==> src/rtl/btb_file_if.sv <==
// Bundle of IF-side lookup and EX-side update signals for the BTB storage engine.
// The lookup/update side drives master; btb_file receives them through slave.
interface btb_file_if #(
   parameter int SETS    = 8,
   parameter int INDEX_W = 3,
   parameter int TAG_W   = 27
);
   logic [INDEX_W-1:0] read_index;
   logic [127:0]       read_set;
   logic [SETS-1:0]    LRU;
   logic               read_hit;
   logic               next_LRU_read;
   logic               update_en;
   logic [INDEX_W-1:0] update_index;
   logic [TAG_W-1:0]   update_tag;
   logic [31:0]        update_target;
   logic               update_taken;
   logic               update_hit;

   modport master (
      output read_index, read_hit, next_LRU_read,
      output update_en, update_index, update_tag, update_target, update_taken,
      input  read_set, LRU, update_hit
   );

   modport slave (
      input  read_index, read_hit, next_LRU_read,
      input  update_en, update_index, update_tag, update_target, update_taken,
      output read_set, LRU, update_hit
   );
endinterface

==> src/rtl/btb_file.sv <==
// 2-way, 8-set branch target buffer storage: combinational set read for IF,
// 2-bit counter training, target refresh and LRU allocation from EX.
module btb_file #(
   parameter int SETS    = 8,
   parameter int INDEX_W = 3,
   parameter int TAG_W   = 27
) (
   input logic     clk,
   input logic     rst,
   btb_file_if.slave bus
);

   logic [127:0]    mem_q [SETS];
   logic [127:0]    mem_d [SETS];
   logic [SETS-1:0] lru_q;
   logic [SETS-1:0] lru_d;

   logic [127:0] upd_set;
   logic [63:0]  way1;
   logic [63:0]  way2;
   logic         hit1;
   logic         hit2;
   logic [63:0]  new_way;
   logic         write_way2;
   logic         do_write;

   function automatic logic [1:0] next_state(input logic [1:0] s, input logic taken);
      logic [1:0] r;
      if (taken) begin
         r = (s == 2'b00) ? 2'b01 : 2'b10;
      end else begin
         case (s)
            2'b10:   r = 2'b11;
            2'b11:   r = 2'b01;
            default: r = 2'b00;
         endcase
      end
      return r;
   endfunction

   assign upd_set = mem_q[bus.update_index];
   assign way1    = upd_set[127:64];
   assign way2    = upd_set[63:0];
   assign hit1    = way1[63] && (way1[62:36] == bus.update_tag);
   assign hit2    = way2[63] && (way2[62:36] == bus.update_tag);

   assign bus.read_set   = mem_q[bus.read_index];
   assign bus.update_hit = hit1 || hit2;
   assign bus.LRU        = lru_q;

   always_comb begin
      mem_d      = mem_q;
      lru_d      = lru_q;
      new_way    = '0;
      write_way2 = 1'b0;
      do_write   = 1'b0;

      if (bus.read_hit) begin
         lru_d[bus.read_index] = bus.next_LRU_read;
      end

      if (bus.update_en) begin
         if (hit1 || hit2) begin
            // A double match resolves to way1.
            write_way2    = !hit1;
            new_way       = write_way2 ? way2 : way1;
            new_way[3:2]  = next_state(new_way[3:2], bus.update_taken);
            if (bus.update_taken) begin
               new_way[35:4] = bus.update_target;
            end
            do_write = 1'b1;
         end else if (bus.update_taken) begin
            if (!way1[63]) begin
               write_way2 = 1'b0;
            end else if (!way2[63]) begin
               write_way2 = 1'b1;
            end else begin
               // LRU bit set means way2 was used last, so way1 is the victim.
               write_way2 = !lru_q[bus.update_index];
            end
            new_way  = {1'b1, bus.update_tag, bus.update_target, 2'b10, 2'b00};
            do_write = 1'b1;
         end
      end

      // EX is applied after the read side so it wins a same-set LRU collision.
      if (do_write) begin
         if (write_way2) begin
            mem_d[bus.update_index][63:0] = new_way;
         end else begin
            mem_d[bus.update_index][127:64] = new_way;
         end
         lru_d[bus.update_index] = write_way2;
      end
   end

   generate
      for (genvar gi = 0; gi < SETS; gi++) begin : g_set
         always_ff @(posedge clk) begin
            if (rst) begin
               mem_q[gi] <= '0;
            end else begin
               mem_q[gi] <= mem_d[gi];
            end
         end
      end
   endgenerate

   always_ff @(posedge clk) begin
      if (rst) begin
         lru_q <= '0;
      end else begin
         lru_q <= lru_d;
      end
   end

endmodule

==> src/flat_wrapper.sv <==
// flat-port wrapper written by rule: the top's interface ports become plain ports
module btb_file_flat 
#(
   parameter int SETS    = 8,
   parameter int INDEX_W = 3,
   parameter int TAG_W   = 27
)
  (clk, rst, bus_read_index, bus_read_hit, bus_next_LRU_read, bus_update_en, bus_update_index, bus_update_tag, bus_update_target, bus_update_taken, bus_read_set, bus_LRU, bus_update_hit);
  btb_file_if #(.SETS(SETS), .INDEX_W(INDEX_W), .TAG_W(TAG_W)) bus_i ();
  input logic clk;
  input logic rst;
  input wire logic [$bits(bus_i.read_index)-1:0] bus_read_index;
  input wire logic [$bits(bus_i.read_hit)-1:0] bus_read_hit;
  input wire logic [$bits(bus_i.next_LRU_read)-1:0] bus_next_LRU_read;
  input wire logic [$bits(bus_i.update_en)-1:0] bus_update_en;
  input wire logic [$bits(bus_i.update_index)-1:0] bus_update_index;
  input wire logic [$bits(bus_i.update_tag)-1:0] bus_update_tag;
  input wire logic [$bits(bus_i.update_target)-1:0] bus_update_target;
  input wire logic [$bits(bus_i.update_taken)-1:0] bus_update_taken;
  output wire logic [$bits(bus_i.read_set)-1:0] bus_read_set;
  output wire logic [$bits(bus_i.LRU)-1:0] bus_LRU;
  output wire logic [$bits(bus_i.update_hit)-1:0] bus_update_hit;
  assign bus_i.read_index = bus_read_index;
  assign bus_i.read_hit = bus_read_hit;
  assign bus_i.next_LRU_read = bus_next_LRU_read;
  assign bus_i.update_en = bus_update_en;
  assign bus_i.update_index = bus_update_index;
  assign bus_i.update_tag = bus_update_tag;
  assign bus_i.update_target = bus_update_target;
  assign bus_i.update_taken = bus_update_taken;
  assign bus_read_set = bus_i.read_set;
  assign bus_LRU = bus_i.LRU;
  assign bus_update_hit = bus_i.update_hit;
  btb_file #(.SETS(SETS), .INDEX_W(INDEX_W), .TAG_W(TAG_W)) u_core (.clk(clk), .rst(rst), .bus(bus_i));
endmodule
==> config.mk <==
export PLATFORM = sky130hd
export DESIGN_NAME = btb_file_flat
export DESIGN_NICKNAME = d
export VERILOG_FILES = /design/src/rtl/btb_file_if.sv /design/src/rtl/btb_file.sv /design/src/flat_wrapper.sv
export SDC_FILE = /design/constraint.sdc
export NUM_CORES = 2
export LEC_CHECK = 0
export BUFFER_PORTS_ARGS = -buffer_cell sky130_fd_sc_hd__buf_4
export CAP_MARGIN = 10
export CORE_MARGIN = 2
export CORE_UTILIZATION = 45
export CTS_CLUSTER_DIAMETER = 120
export DETAILED_ROUTE_END_ITERATION = 7
export PLACE_DENSITY_LB_ADDON = 0.05
export SLEW_MARGIN = 20
export SYNTH_ARGS = -nofsm -noshare
export SYNTH_HDL_FRONTEND = slang
export SYNTH_SLANG_ARGS = --single-unit
==> constraint.sdc <==
create_clock -name clk -period 4 [get_ports clk]
set_input_delay 0 -clock clk [delete_from_list [all_inputs] [get_ports clk]]
set_output_delay 0 -clock clk [all_outputs]
set_load 0.01 [all_outputs]
### Yosys cells after proc, flatten, opt, wreduce, memory -nomap -nowiden

Cells that the tools add are included.

| storage, ports and cells | value |
|---|---|
| bits of input ports | 71 |
| memory bits (writable) | 0 |
| bits in latches | 0 |
| ROM bits | 0 |
| flip-flop bits (word level) | 1032 |
| memories kept | 0 |
| output and inout bits | 137 |

| cells by class | value |
|---|---|
| eq/ne operators | 4 |
| add/subtract/negate cells | 0 |
| bitwise operators | 2 |
| $lt $le $gt $ge | 7 |
| shift-type cells | 0 |
| div/mod/pow operators | 0 |
| multipliers | 0 |
| reductions and logical operators | 9 |
| multiplexer cells | 39 |

Operators by type and width:

| cell | count |
|---|---|
| $bwmux 1024 | 2 |
| $mux 1024 | 1 |
| $bmux 128 s3 | 2 |
| $demux 128 s3 | 2 |
| $mux 128 | 5 |
| $mux 64 | 5 |
| $eq 27x27->1 | 2 |
| $mux 32 | 1 |
| $bwmux 8 | 2 |
| $mux 8 | 2 |
| $mux 1 | 11 |
| $ge 4x4->1 const B | 2 |
| $lt 3x4->1 const B | 2 |
| $not 3->4 | 2 |
| $demux 1 s3 | 2 |
| $ge 3x1->1 const B | 2 |
| $logic_and 1x1->1 | 5 |
| $eq 2x2->1 const B | 2 |
| $lt 4x1->1 const B | 1 |
| $mux 2 | 2 |
| $pmux 2 s2 | 1 |
| $bmux 1 s3 | 1 |
| $logic_not 1->1 | 2 |
| $logic_not 2->1 | 1 |
| $logic_or 1x1->1 | 1 |

### Depth between registers and ports, before layout

| logic depth | value |
|---|---|
| depth after elaboration | 14 |
| depth in mapped cells | 19 |
| gate-level depth less buffers | 10 |

### Worst setup path before layout

Ideal clock, no wire load.

| timing | value |
|---|---|
| kind | in2reg |
| start point | input port bus_update_index[0] |
| end point | register u_core.mem_q[414] in the netlist's numbering |
| cell stages on the path | 16 |
| path slack | 0.479 ns |
| arrival time | 3.388 ns |
| data required time | 3.867 ns |
| library setup time | 0.133 ns |
| path through | buf_2 buf_4 buf_4 buf_2 mux2_2 o22ai_1 nor3_1 nor4_1 nor4bb_1 nand4_1 nand2_1 buf_2 o21ai_1 buf_2 nor2_1 nor3_1 |

| on the way | value |
|---|---|
| longest elaborated chain between the ends | 12 |

Ends and longest elaborated chain:

| element | RTL line | text |
|---|---|---|
| start: declaration | flat_wrapper.sv:16 | `input wire logic [$bits(bus_i.update_index)-1:0] bus_update_index;` |
| $not 3->4 (implied by the code) | btb_file.sv:41, btb_file.sv:89, btb_file.sv:91 |  |
| $bmux 128 s3 | btb_file.sv:41 | `assign upd_set = mem_q[bus.update_index];` |
| $mux 128 (implied by the code) (2 in a row) | btb_file.sv:41 |  |
| $eq 27x27->1 | btb_file.sv:44 | `assign hit1 = way1[63] && (way1[62:36] == bus.update_tag);` |
| $logic_and 1x1->1 | btb_file.sv:44 |  |
| $mux 64 | btb_file.sv:66 | `new_way = write_way2 ? way2 : way1;` |
| $mux 32 | btb_file.sv:68 | `if (bus.update_taken) begin` |
| $mux 64 | btb_file.sv:63 | `if (hit1 \|\| hit2) begin` |
| $mux 64 | btb_file.sv:62 | `if (bus.update_en) begin` |
| $bwmux 1024 | btb_file.sv:89 | `mem_d[bus.update_index][63:0] = new_way;` |
| $mux 1024 | btb_file.sv:88 | `if (write_way2) begin` |
| end signal: indexed assignment | btb_file.sv:103 | `mem_q[gi] <= mem_d[gi];` |
| end: declaration | btb_file.sv:13 | `logic [127:0] mem_q [SETS];` |

Several ways; a longest one is shown, not always the timed one. The select of a mux whose other input is x is not followed.
A chain may end at the register's enable or synchronous reset.

### Worst setup path after layout

| timing | value |
|---|---|
| start point | register u_core.mem_q[996] in the netlist's numbering |
| end point | output port bus_update_hit |

| on the way | value |
|---|---|
| longest elaborated chain between the ends | 6 |

Ends and longest elaborated chain:

| element | RTL line | text |
|---|---|---|
| $bmux 128 s3 | btb_file.sv:41 |  |
| $mux 128 (implied by the code) (2 in a row) | btb_file.sv:41 |  |
| $eq 27x27->1 | btb_file.sv:44 |  |
| $logic_and 1x1->1 | btb_file.sv:44 |  |
| $logic_or 1x1->1 | btb_file.sv:48 | `assign bus.update_hit = hit1 \|\| hit2;` |
| end: declaration | flat_wrapper.sv:22 | `output wire logic [$bits(bus_i.update_hit)-1:0] bus_update_hit;` |

Every way passes these cells. The select of a mux whose other input is x is not followed.

==> flow_metrics.tcl <==
set metrics [dict create \
    muxShareOfSynthArea_pct 13.5 \
    tightest_slew_ns 1.18 \
    first_iter_violations 8458 \
    timing.critical_path.buf_inv 6 \
    slowest_delay_ns 0.58 \
    grt-busiest-layer "met2" \
    wl_per_cell_um 30.8 \
    antenna_found_initial 13 \
    rr_worst_depth 13 \
    grt_use_met2_pct 60.5 \
    cap_violations 0 \
    grt_max_degree 164 \
    die-area_mm2 0.124 \
    drc 0 \
    grt_util_all_layers_pct 40.6 \
    hold_slack_ns -0.00619 \
    yosys-top-cells-area "dfxtp_1 (38%), nor2_1 (7.9%), mux2_2 (6.3%), nand3b_1 (5.9%), nor3_1 (5.5%)" \
    start_util_pct 45.4 \
    min_from "bus_update_target[13]" \
    syn_avg_cell_area_um2 8.33 \
    rows 127 \
    clkTransAtPathRegs_ns 0.07 \
    grt_pass1_vias 51685 \
    use_met1_pct 56.5 \
    yosysWarnings 0 \
    skew_ns 0.0405 \
    whs_endpoint "u_core.mem_q[17]$_SDFFE_PP0P_" \
    drive_gt1_share_pct 20.3 \
    synth_seq_cells 1032 \
    power_density_mw_per_mm2 370 \
    clock.fmax_mhz 253 \
    critPathMaxFanout 17 \
    synth_xor_area_share_pct 0.322 \
    gp_congestion 0.968 \
    area_delta_synth_final_pct 20.8 \
    cts_buffers 115 \
    root_buffer "clkbuf_16" \
    slew-limit-headroom_pct 20.6 \
    maxSlewViolCount 0 \
    finalSetupViolCount 0 \
    die_x_um 352 \
    reg2reg_from "u_core.mem_q[695]$_SDFFE_PP0P_" \
    path_class "flip-flop to output pin" \
    layout_min_cycle_time_ns 3.95 \
    crit_top_cell "buf_4" \
    yosys.area_share.simple_pct 23.6 \
    htree_levels 3 \
    ios 208 \
    crit_path_cell_trace "mux4_2, mux2i_1, buf_4, xnor2_1, a2111oi_1, buf_4, nand4_1, or4_4, buf_12, buf_12, o21ai_2, buf_4, buf_4" \
    synth_area_mm2 0.0544 \
    dr_total_vias 56266 \
    port_buffers 207 \
    synth_common_cells "nor2_1 (1143), dfxtp_1 (1032), nor3_1 (593)" \
    synthAdderAreaFrac_pct 0 \
    worstSkewPairLatency_ns 0.75 \
    via_per_inst 6.65 \
    cts.sinks 1032 \
    synth_compound_area_share_pct 19.2 \
    critical_path.top_delay_family "buffers and inverters" \
    crit_arrival_ns 3.95 \
    final.period_utilization_pct 98.8 \
    synth_edf_count 0 \
    holdCritPathClass "primary input to flip-flop" \
    synth_most_common_cell "nor2_1" \
    synthCells 6526 \
    reg2reg_slack_ns 0.09 \
    die_h_um 352 \
    wl_mm 261 \
    gr-usage-met3_pct 8.67 \
    synth_top_family_by_area "simple AND/OR/NAND/NOR gates" \
    p_leak_nw 25.2 \
    status "complete, but fails checks" \
    core_area_mm2 0.120 \
    reg2reg_to "u_core.mem_q[108]$_SDFFE_PP0P_" \
    synth_top_cell_by_area "dfxtp_1" \
    overflow 0 \
    critical_path_required_ns 4.00 \
    synth_ff_type "dfxtp_1" \
    p_total_mw 24.3 \
    worstSetupStartpointType "flip-flop" \
    clk_path_buf_depth 3 \
    dp_hpwl_mm 159 \
    path_depth 13 \
    cts_tree "built" \
    hold_depth 6 \
    ant_nets 0 \
    grt_pass1_wl_mm 372 \
    drt_first_pass_iters 6 \
    nets 6821 \
    seq_area_frac_synth_pct 38.0 \
    crit_path_end_kind "output pin" \
    synth_cell_types 87 \
    hold_viol 3 \
    cp_slowest_cell "or4_4" \
    vdd_drop_max_mv 0.363 \
    ys_async_sr_fraction_pct 0 \
    violations "hold timing" \
    rsz0062_at_grt "true" \
    yosys.area.top_type_share_pct 38.0 \
    syn-num-nets 6597 \
]
## sequential cells by signal, indices dropped and copies added, names as in the netlist
register,count
u_core.bus.LRU,8
u_core.mem_q,1024
## report_power, final
part | internal [mW] | leakage (nW) | switching, mW
sequential | 10.4 | 8.32 | 0.0668
combinational | 0.953 | 15.0 | 1.81
clock | 6.40 | 1.88 | 4.69
total | 17.7 | 25.2 | 6.57
## cells by family after synthesis
family | after synthesis
muxes | 628
AOI/OAI and AO/OA | 1592
buffers and inverters | 688
and+or+nand+nor | 2566
DFF | 1032
xor gates and xnor gates | 20
## cell usage in the layout (no fill, tap or decap), types with 12 or more instances in the layout
master and count:
nand2_1 149, xnor2_1 14, nor3_2 15, nor2_1 1140, dlygate4sd3_1 50, mux4_2 51, a32oi_1 30, clkinv_2 14
nand3_1 23, o21ai_0 545, nand4_1 32, clkbuf_8 26, a211oi_1 17, o21ai_1 65, a221oi_1 15, nand3b_1 424
buf_12 157, o22a_1 148, nor4_1 12, a22o_1 13, buf_4 565, and3_1 23, dfxtp_1 1032, mux2i_1 273
o22ai_1 210, mux2_2 302, o21a_1 18, a21oi_1 147, o221ai_1 43, clkbuf_1 30, nor3_1 593, clkbuf_16 115
a22oi_1 235, nand2b_1 45
## metal layers
layer | routed length [um] | part of all wire (%) | vias to the layer above
met2 | 111000 | 43 | 3917
met5 | 30 | 0.012 | -
met3 | 30900 | 12 | 722
li1 | - | - | 24162
met4 | 12200 | 4.7 | 4
met1 | 107000 | 41 | 27461
## final cells by class
cell class / count / area, um^2
clock buffers: 171 / 3350
inverters: 11 / 46.3
fillers: 11122 / 54100
clock inverters: 36 / 485
flip-flops and latches: 1032 / 20700
well taps: 1612 / 2020
multi-input cells: 4806 / 31100
repair buffers: 784 / 8040
diodes: 3 / 7.51
## stage by stage
stage	std cells	util (%)	cell area (um^2)	setup TNS (ns)	setup slack [ns]
finish	8455	54.8	65700	0	0.0461
detailed placement	8194	51.2	61300	-19.03	-0.370
global route	8453	54.8	65700	-0.0131	-0.0104
global placement	8194	51.2	61300	-44.77	-0.478
CTS	8451	54.8	65600	0	0.0522
floorplan	6526	-	54400	0	0.479
## how the worst max path moves through the flow
| stage | from | end | slack (ns) |
|---|---|---|---|
| 2_1_floorplan | bus_update_index[0] | u_core.mem_q[414]$_SDFFE_PP0P_ | 0.48 |
| 3_3_place_gp | bus_update_index[0] | u_core.mem_q[684]$_SDFFE_PP0P_ | -0.48 |
| 3_5_place_dp | bus_update_index[0] | u_core.mem_q[684]$_SDFFE_PP0P_ | -0.37 |
| 4_1_cts | u_core.mem_q[381]$_SDFFE_PP0P_ | bus_update_hit | 0.05 |
| 5_1_grt | u_core.mem_q[183]$_SDFFE_PP0P_ | u_core.mem_q[108]$_SDFFE_PP0P_ | -0.01 |
| 6_report | u_core.mem_q[996]$_SDFFE_PP0P_ | bus_update_hit | 0.05 |
## tightest hold or removal path, stage by stage
cell and delay, ns:
buf_4 0.08, a32oi_1 0.10, o21ai_2 0.12, buf_4 0.18, nor2_1 0.06, nor3_1 0.14
## timing repair
action | 4_1_cts | 5_1_grt
setup endpoints to repair | 17 | 155
gates resized for setup | 5 | 12
pin swaps | 2 | 7
hold endpoints to repair | 619 | 0
hold buffers | 50 | 0
buffers inserted | 0 | 1
(Power assumes the default switching activity.)
